--- src/rtl/div64_pkg.sv ---
// Shared definitions for both ends of the div64 byte-serial link.
// Latency: n/a (constants and types only).
// Backpressure: n/a.
package div64_pkg;

  localparam int BYTE_W    = 8;
  localparam int OPERAND_W = 64;
  // Bytes per transaction in each direction: two operands out, quotient+remainder back.
  localparam int NB        = 2 * OPERAND_W / BYTE_W;

  typedef enum logic [2:0] {
    IDLE,
    SEND,
    WAIT,
    RECV,
    REPORT
  } state_e;

endpackage

--- src/rtl/div64_byte_host_shift.sv ---
// Byte-granular shift register: parallel load, shifts left one byte per enable,
// new byte enters at the LSB end. Latency: 1 cycle load/shift. Backpressure: none.
// Ports: clk/rst, load_i+load_dat_i (load wins over shift), shift_i+byte_i, q_o (full contents).
module byte_shift_reg #(
  parameter int W      = 2 * div64_pkg::OPERAND_W,
  parameter int BYTE_W = div64_pkg::BYTE_W
) (
  input  logic              clk,
  input  logic              rst,
  input  logic              load_i,
  input  logic [W-1:0]      load_dat_i,
  input  logic              shift_i,
  input  logic [BYTE_W-1:0] byte_i,
  output logic [W-1:0]      q_o
);

  logic [W-1:0] q_q;

  always_ff @(posedge clk) begin
    if (rst) begin
      q_q <= '0;
    end else if (load_i) begin
      q_q <= load_dat_i;
    end else if (shift_i) begin
      q_q <= {q_q[W-BYTE_W-1:0], byte_i};
    end
  end

  assign q_o = q_q;

endmodule

--- src/rtl/div64_byte_host.sv ---
// Host end of the div64 link: serializes {a,b} MSB-first, collects quotient/remainder bytes.
// Latency: bytes out on cycles 1..NB after accepted start; res_valid 1 cycle after last rx byte.
// Backpressure: start ignored while busy; rx gaps tolerated up to TIMEOUT_CYC idle cycles.
// Ports: clk/rst; start,a_in,b_in,busy (request side); tx_data/tx_valid, rx_data/rx_valid, div_err
// (divider side); quotient, remainder, res_valid, err, timeout (result side).
module div64_byte_host #(
  parameter int OPERAND_W   = div64_pkg::OPERAND_W,
  parameter int BYTE_W      = div64_pkg::BYTE_W,
  parameter int TIMEOUT_CYC = 1023
) (
  input  logic                 clk,
  input  logic                 rst,
  input  logic                 start,
  input  logic [OPERAND_W-1:0] a_in,
  input  logic [OPERAND_W-1:0] b_in,
  output logic                 busy,
  output logic [BYTE_W-1:0]    tx_data,
  output logic                 tx_valid,
  input  logic [BYTE_W-1:0]    rx_data,
  input  logic                 rx_valid,
  input  logic                 div_err,
  output logic [OPERAND_W-1:0] quotient,
  output logic [OPERAND_W-1:0] remainder,
  output logic                 res_valid,
  output logic                 err,
  output logic                 timeout
);

  import div64_pkg::*;

  localparam int W2     = 2 * OPERAND_W;
  localparam int NUM_B  = W2 / BYTE_W;
  localparam int BCNT_W = (NUM_B > 1) ? $clog2(NUM_B) : 1;
  localparam int TCNT_W = $clog2(TIMEOUT_CYC + 1);

  localparam logic [BCNT_W-1:0] LAST_B  = BCNT_W'(NUM_B - 1);
  localparam logic [TCNT_W-1:0] TMO_LIM = TCNT_W'(TIMEOUT_CYC);

  state_e                state_q, state_d;
  logic [BCNT_W-1:0]     bcnt_q, bcnt_d;
  logic [TCNT_W-1:0]     tcnt_q, tcnt_d;
  logic [TCNT_W-1:0]     tcnt_inc;
  logic                  err_q, err_d;
  logic                  tmo_q, tmo_d;
  logic [OPERAND_W-1:0]  quo_q, quo_d;
  logic [OPERAND_W-1:0]  rem_q, rem_d;

  logic                  tx_load;
  logic                  tx_shift;
  logic                  rx_cap;
  logic [W2-1:0]         tx_q;
  logic [W2-1:0]         rx_q;
  logic [W2-1:0]         rx_nxt;

  // Operand serializer: top byte is always the next byte on the wire.
  byte_shift_reg #(.W(W2), .BYTE_W(BYTE_W)) u_tx_ser (
    .clk        (clk),
    .rst        (rst),
    .load_i     (tx_load),
    .load_dat_i ({a_in, b_in}),
    .shift_i    (tx_shift),
    .byte_i     ('0),
    .q_o        (tx_q)
  );

  // Result deserializer: cleared on accept so a timed-out transaction reports
  // only the bytes that actually arrived.
  byte_shift_reg #(.W(W2), .BYTE_W(BYTE_W)) u_rx_des (
    .clk        (clk),
    .rst        (rst),
    .load_i     (tx_load),
    .load_dat_i ('0),
    .shift_i    (rx_cap),
    .byte_i     (rx_data),
    .q_o        (rx_q)
  );

  // Value the deserializer will hold after this edge; lets the result registers
  // be valid in the same cycle res_valid is raised, including the final byte.
  assign rx_nxt   = rx_cap ? {rx_q[W2-BYTE_W-1:0], rx_data} : rx_q;
  assign tcnt_inc = tcnt_q + 1'b1;

  always_comb begin
    state_d   = state_q;
    bcnt_d    = bcnt_q;
    tcnt_d    = tcnt_q;
    err_d     = err_q;
    tmo_d     = tmo_q;
    quo_d     = quo_q;
    rem_d     = rem_q;
    tx_load   = 1'b0;
    tx_shift  = 1'b0;
    rx_cap    = 1'b0;
    busy      = 1'b1;
    tx_valid  = 1'b0;
    res_valid = 1'b0;

    unique case (state_q)
      IDLE: begin
        busy = 1'b0;
        if (start) begin
          tx_load = 1'b1;
          err_d   = 1'b0;
          tmo_d   = 1'b0;
          bcnt_d  = '0;
          tcnt_d  = '0;
          state_d = SEND;
        end
      end

      SEND: begin
        tx_valid = 1'b1;
        tx_shift = 1'b1;
        if (bcnt_q == LAST_B) begin
          bcnt_d  = '0;
          tcnt_d  = '0;
          state_d = WAIT;
        end else begin
          bcnt_d = bcnt_q + 1'b1;
        end
      end

      WAIT, RECV: begin
        err_d = err_q | div_err;
        if (rx_valid) begin
          rx_cap = 1'b1;
          tcnt_d = '0;
          if (state_q == RECV && bcnt_q == LAST_B) begin
            bcnt_d  = '0;
            state_d = REPORT;
          end else begin
            bcnt_d  = bcnt_q + 1'b1;
            state_d = RECV;
          end
        end else begin
          // Counter stops at the limit, so it never wraps.
          tcnt_d = tcnt_inc;
          if (tcnt_inc == TMO_LIM) begin
            tmo_d   = 1'b1;
            state_d = REPORT;
          end
        end
      end

      REPORT: begin
        res_valid = 1'b1;
        state_d   = IDLE;
      end

      default: begin
        state_d = IDLE;
      end
    endcase

    if (state_d == REPORT && state_q != REPORT) begin
      quo_d = rx_nxt[W2-1:OPERAND_W];
      rem_d = rx_nxt[OPERAND_W-1:0];
    end
  end

  always_ff @(posedge clk) begin
    if (rst) begin
      state_q <= IDLE;
      bcnt_q  <= '0;
      tcnt_q  <= '0;
      err_q   <= 1'b0;
      tmo_q   <= 1'b0;
      quo_q   <= '0;
      rem_q   <= '0;
    end else begin
      state_q <= state_d;
      bcnt_q  <= bcnt_d;
      tcnt_q  <= tcnt_d;
      err_q   <= err_d;
      tmo_q   <= tmo_d;
      quo_q   <= quo_d;
      rem_q   <= rem_d;
    end
  end

  assign tx_data   = tx_valid ? tx_q[W2-1 -: BYTE_W] : '0;
  assign quotient  = quo_q;
  assign remainder = rem_q;
  assign err       = err_q;
  assign timeout   = tmo_q;

endmodule
--- config.mk ---
export PLATFORM = sky130hd
export DESIGN_NAME = div64_byte_host
export DESIGN_NICKNAME = d
export VERILOG_FILES = /design/src/rtl/div64_pkg.sv /design/src/rtl/div64_byte_host_shift.sv /design/src/rtl/div64_byte_host.sv
export SDC_FILE = /design/constraint.sdc
export NUM_CORES = 1
export LEC_CHECK = 0
export CAP_MARGIN = 20
export CORE_AREA = 8 8 217 219
export CTS_CLUSTER_DIAMETER = 80
export CTS_CLUSTER_SIZE = 20
export DETAILED_ROUTE_END_ITERATION = 8
export DIE_AREA = 0 0 225 227
export GPL_ROUTABILITY_DRIVEN = 0
export PLACE_DENSITY = 0.66
export SLEW_MARGIN = 20
export SYNTH_ARGS = -nofsm -noshare
export SYNTH_HDL_FRONTEND = slang
export SYNTH_SLANG_ARGS = --single-unit
--- constraint.sdc ---
create_clock -name clk -period 2.25 [get_ports clk]
set_clock_uncertainty 0.05 [all_clocks]
set_input_delay 0.5625 -clock clk [delete_from_list [all_inputs] [get_ports clk]]
set_output_delay 0.5625 -clock clk [all_outputs]
set_load 0.05 [all_outputs]
Yosys cells after proc, flatten, opt, wreduce, memory -nomap -nowiden
Index checks and enable logic that the tools add are counted.
{ "word_totals": {"latchBits": 0, "ff_bits": 403, "output_inout_bits": 141, "rom_bits": 0, "ramBits": 0, "wordCells": 68, "n_memories": 0} }
{ "classes": {"mul": 0, "n_reduce_logical": 12, "bitwise": 1, "shifts": 0, "n_eq_ne": 13, "n_lt_le_gt_ge": 0, "div_mod_pow": 0, "n_mux": 31, "n_addsub": 2} }
{ "ops": {"columns": ["op", "n"], "rows": [
  ["128-bit 2-to-1 mux", 3],
  ["10-bit 2-to-1 mux", 3],
  ["10-bit case mux with 3 select lines", 1],
  ["4-bit 2-to-1 mux", 4],
  ["3-bit 2-to-1 mux", 5],
  ["4-bit case mux with 3 select lines", 1],
  ["10-bit by 1-bit adder with 10-bit output (second input constant)", 1],
  ["10-bit equality test (second input constant)", 1],
  ["1-bit 2-to-1 mux", 10],
  ["2-bit inequality test (second input constant)", 5],
  ["3-bit case mux with 3 select lines", 1],
  ["8-bit 2-to-1 mux", 1],
  ["3-bit by 2-bit equality test with 1-bit output (second input constant)", 2],
  ["3-bit equality test (second input constant)", 2],
  ["3-bit AND reduction", 2],
  ["4-bit by 1-bit adder with 4-bit output (second input constant)", 1],
  ["4-bit equality test (second input constant)", 1],
  ["1-bit case mux with 2 select lines", 2],
  ["4-bit AND reduction", 1],
  ["2-bit nonzero test", 2],
  ["2-bit OR reduction", 2],
  ["3-bit by 1-bit equality test with 1-bit output (second input constant)", 1],
  ["3-bit logical NOT", 1],
  ["3-bit inequality test (second input constant)", 1],
  ["other kinds (4)", 5]
]} }

Logic depth before layout (Yosys ltp)
{ "logic_depth": {"ltp_word": 7, "ltp_mapped": 9, "depth_no_buf": 6} }

Hierarchy
From an unflattened synthesis, not the netlist that was laid out.
{ "unflattened": {"cells_unflattened": 1999, "hier_area_um2": 21835.9} }
{ "by_module_without_submodules": {"columns": ["module", "n_inst", "cells_each", "seq_area_each_um2", "area_each_um2"], "rows": [
  ["byte_shift_reg", 2, 569, 2562.5, 6658.9],
  ["div64_byte_host", 1, 861, 2942.8, 8518.2]
]} }

Least setup slack after synthesis
No wires, ideal clock.
{ "synth_timing": {"path_type": "flip-flop to output port", "startpoint": "reg state_q[2]", "endpoint": "out tx_valid", "path_slack_ps": -159, "path_buffers": 3, "path_stages_with_launch": 7, "arrival_time_ps": 1796, "t_required_ps": 1637, "path_cell_list": "dfxtp_1 > clkbuf_1 > nor2_1 > nand2_1 > clkinv_1 > clkbuf_1 > clkbuf_1"} }
{ "synth_between": {"elab_chain_len": 2} }
{ "synth_rtl": {"columns": ["element", "line", "text"], "rows": [
  ["from (decl)", "div64_byte_host.sv:39", "state_e state_q, state_d;"],
  ["from (signal assigned)", "div64_byte_host.sv:171", "state_q <= state_d;"],
  ["3-bit by 1-bit equality test with 1-bit output", "div64_byte_host.sv:98", "unique case (state_q)"],
  ["1-bit 2-to-1 mux", "div64_byte_host.sv:98", null],
  ["to (decl)", "div64_byte_host.sv:18", "output logic tx_valid,"]
]} }
Every way passes these cells.

Final worst setup path
{ "layout_timing": {"startpoint": "reg tcnt_q[1]", "endpoint": "reg rem_q[46] (netlist: remainder[46])"} }
{ "layout_between": {"elab_chain_len": 7} }
{ "layout_rtl": {"columns": ["element", "line", "text"], "rows": [
  ["from (decl)", "div64_byte_host.sv:41", "logic [TCNT_W-1:0] tcnt_q, tcnt_d;"],
  ["from (signal assigned)", "div64_byte_host.sv:173", "tcnt_q <= tcnt_d;"],
  ["10-bit by 1-bit adder with 10-bit output", "div64_byte_host.sv:81", "assign tcnt_inc = tcnt_q + 1'b1;"],
  ["10-bit equality test", "div64_byte_host.sv:138", "if (tcnt_inc == TMO_LIM) begin"],
  ["3-bit 2-to-1 mux", "div64_byte_host.sv:138", null],
  ["3-bit 2-to-1 mux", "div64_byte_host.sv:125", "if (rx_valid) begin"],
  ["3-bit case mux with 3 select lines", "div64_byte_host.sv:98", null],
  ["3-bit equality test", "div64_byte_host.sv:155", "if (state_d == REPORT && state_q != REPORT) begin"],
  ["1-bit logical AND", "div64_byte_host.sv:155", null],
  ["to (signal assigned)", "div64_byte_host.sv:177", "rem_q <= rem_d;"],
  ["to (decl)", "div64_byte_host.sv:46", "logic [OPERAND_W-1:0] rem_q, rem_d;"]
]} }
Every way passes these cells.
A chain may end at the register's enable or synchronous reset.

==> flow_metrics.env <==
export IMPL_ios=282
export IMPL_area_delta_synth_final_pct=33.53
export IMPL_cts_root_buf="clkbuf_16"
export IMPL_yosys_warnings=0
export IMPL_peakVddDrop_mv=0.5395
export IMPL_netlist_area_mm2=0.01642
export IMPL_critPathRequiredTime_ns=2.66
export IMPL_crit_slowest_cell="dfxtp_4"
export IMPL_grt_max_degree=79
export IMPL_synth_edf_count=0
export IMPL_routed_wl_um=50930
export IMPL_vias_per_cell=5.381
export IMPL_num_rows=77
export IMPL_final_cells=2532
export IMPL_clock_path_buffers=3
export IMPL_grt_pass1_vias=13260
export IMPL_drive_gt1_share_pct=17.89
export IMPL_grt_overflow=0
export IMPL_fillers=3975
export IMPL_diodes=0
export IMPL_core_mm2=0.04364
export IMPL_final_setup_viol_count=0
export IMPL_end_kind="flop"
export IMPL_cts_tree="done"
export IMPL_cts_sinks=403
export IMPL_rsz0062_at_grt="yes"
export IMPL_die_x_um=225
export IMPL_yosysSeqAreaShare_pct=49.12
export IMPL_numCtsBuffers=28
export IMPL_final_antenna_net_count=0
export IMPL_antenna_found_initial=1
export IMPL_fp_dieH_um=227
export IMPL_synth_seq_cells=403
export IMPL_async_flop_share_pct=0
export IMPL_yosysUniqueCellTypes=42
export IMPL_io_buffers=281
export IMPL_crit_type="flop to flop"
export IMPL_htreeDepth=1
export IMPL_power_total_w=0.01376
export IMPL_clkSlewWorstSetupHoldPaths_ns=0.08
export IMPL_synth_top_flop_cell="dfxtp_1"
export IMPL_p_leak_nw=7.887
export IMPL_die_area_mm2=0.05108
export IMPL_cap_violations=0
export IMPL_wl_per_cell_um=20.11
export IMPL_max_freq_mhz=453.5
export IMPL_dp_cells=2463
export IMPL_finalHoldViolCount=0
export IMPL_dr_pass1_iters=6
export IMPL_worst_ep_arrival_time_ns=2.62
export IMPL_min_period_ns=2.205
export IMPL_slowest_delay_ns=0.37
export IMPL_status="finished, final reports clean"
export IMPL_syn_inst=1670
export IMPL_powerDensity_mw_per_mm2=627.3
export IMPL_slew_violations=0
export IMPL_synth_area_per_cell_um2=9.835
export IMPL_track_usage_pct=17.74
export IMPL_slew_headroom_pct=52.36
export IMPL_nets=2074
export IMPL_cp_cell_sequence="ha_4, buf_4, xor2_1, and3_1, nand3_4, buf_4, nor3_4, buf_6, clkbuf_16, clkbuf_16, o32ai_2"
export IMPL_crit_fanout=7
export IMPL_worstMarginPinSlew_ns=0.7146
export IMPL_hold_buffers=0
export IMPL_clock_latency_ns=0.58
export IMPL_syn_num_nets=1814
export IMPL_via_count=13620
export IMPL_drcViolationCount=0
export IMPL_dr_first_iter_drc_count=1042
export IMPL_hpwl_um=32110
export IMPL_fin_crit_sh_pct=98.00
export IMPL_initial_core_util_pct=37.63
export IMPL_hp_class="flop to flop"
export IMPL_crit_path_start_kind="flop"
export IMPL_grt_pass1_wl_um=74760
==> what timing repair did <==
action	4_1_cts	5_1_grt
hold endpoints to repair	0	0
setup endpoints to repair	120	137
gates cloned	0	25
resized for setup	124	42
setup buffers	0	4
pin swaps	1	6
==> critical path, delay by kind of cell (launching register included) <==
kind | cells | cell delay [ns]
and+or+nand+nor | 3 | 0.48
buffers and inverters | 5 | 0.84
AOI/OAI and AO/OA | 1 | 0.07
adders and majority gates | 1 | 0.16
DFF | 1 | 0.37
xor gates and xnor gates | 1 | 0.11
==> path summary, 6_finish.rpt <==
| kind | endpoint | slack (ns) | cells after the start | startpoint |
|---|---|---|---|---|
| hold / removal | u_tx_ser.q_o[80] | 0.41 | 2 | u_tx_ser.q_o[80] |
| setup / recovery | remainder[46] | 0.04 | 11 | tcnt_q[1] |
| hold reg to reg | u_tx_ser.q_o[80] | 0.41 | 2 | u_tx_ser.q_o[80] |
| setup reg to reg | remainder[46] | 0.04 | 11 | tcnt_q[1] |
==> through the flow <==
stage                     hold WS [ns]  instance area [um^2]  setup slack (ns)  TNS (ns)  util [%]
after global placement          0.3887                 20370           -0.1086    -5.854     46.67
after global routing            0.4230                 21930          -0.05849    -2.771     50.25
after detailed placement        0.3967                 20370           -0.1539    -8.152     46.67
after CTS                       0.4081                 21150          0.001416         0     48.45
after floorplan                 0.3806                 16430            0.1037         0         -
final                           0.4066                 21930           0.04496         0     50.25
==> logic make-up after synthesis <==
kind of cell	count (synthesis)	share of synthesized area, %
xor gates and xnor gates	2	0.1067
and+or+nand+nor	595	17.58
buffers and inverters	175	4.784
adders and majority gates	3	0.2286
AOI/OAI and AO/OA	364	20.38
muxes	128	7.801
DFF	403	49.12
==> sequential cells by signal, indices dropped and copies added (netlist names) <==
signal and cells:
state_q 3, quotient 64, timeout 1, err 1, bcnt_q 4, remainder 64
tcnt_q 10, u_rx_des.q_o 128, u_tx_ser.q_o 128
==> placed cells by master, fill, tap and decap left out, types with 7 or more instances in the layout <==
cell type	instances
o22ai_1	25
nand2_1	187
clkdlybuf4s50_1	139
or2_2	26
a311oi_1	55
dfxtp_1	398
buf_12	36
o32ai_2	96
mux2i_1	128
clkbuf_16	47
a22oi_1	67
buf_6	8
dlygate4sd2_1	109
nor2_1	199
nand3b_1	131
and3_4	8
buf_4	81
buf_16	7
a21oi_1	91
nand3_1	12
==> where the power goes <==
part           internal, W  total [W]  leakage [nW]  switching (W)
Combinational     0.000555    0.00121          4.19       0.000659
Clock              0.00244    0.00513         0.424        0.00269
Sequential         0.00731    0.00741          3.27       0.000102
Total               0.0103     0.0138          7.89        0.00345
==> per-layer routing <==
metal / vias to the layer above / share of wire (%) / global-route usage [%]
met3: 48 / 6.7 / 3.929
met1: 6604 / 46 / 24.68
met2: 431 / 45 / 28.15
met4: 2 / 1.6 / 3.418
li1: 6539 / - / -
met5: - / 0.026 / 0
==> cell type report <==
cell class	count	area (um^2)	area share, %
inverters	4	27.53	0.1255
well taps	592	740.7	3.377
clock buffers	30	739.5	3.372
flip-flops and latches	403	8079	36.84
multi-input cells	1094	7806	35.59
clock inverters	10	115.1	0.5249
repair buffers	399	4423	20.17
==> cells in the mapped netlist, types with 2 or more instances <==
master	count	area, um^2
ha_1	3	37.54
a41oi_1	2	17.52
nor2b_1	2	12.51
a31oi_1	2	12.51
or2_2	27	168.9
mux2i_1	128	1281
clkbuf_1	113	424.2
inv_1	3	11.26
or3_1	2	12.51
buf_1	11	41.29
dfxtp_1	403	8068
a22oi_1	67	503.0
and3_1	11	68.82
buf_6	10	112.6
nor3_1	7	35.03
xor2_1	2	17.52
and2_1	5	31.28
nor2_1	201	754.5
o22ai_1	26	162.7
buf_4	3	22.52
buf_2	34	170.2
o21ai_0	5	25.02
a21oi_1	91	455.4
nand3_1	13	65.06
nand3b_1	131	983.4
o32ai_1	12	105.1
a211oi_1	6	45.04
nand2b_1	3	18.77
a311oi_1	55	481.7
o32ai_2	90	1464
nand4_1	2	12.51
o211ai_1	2	15.01
nand2_1	189	709.4
No activity file was read; power rests on OpenSTA's default activity.
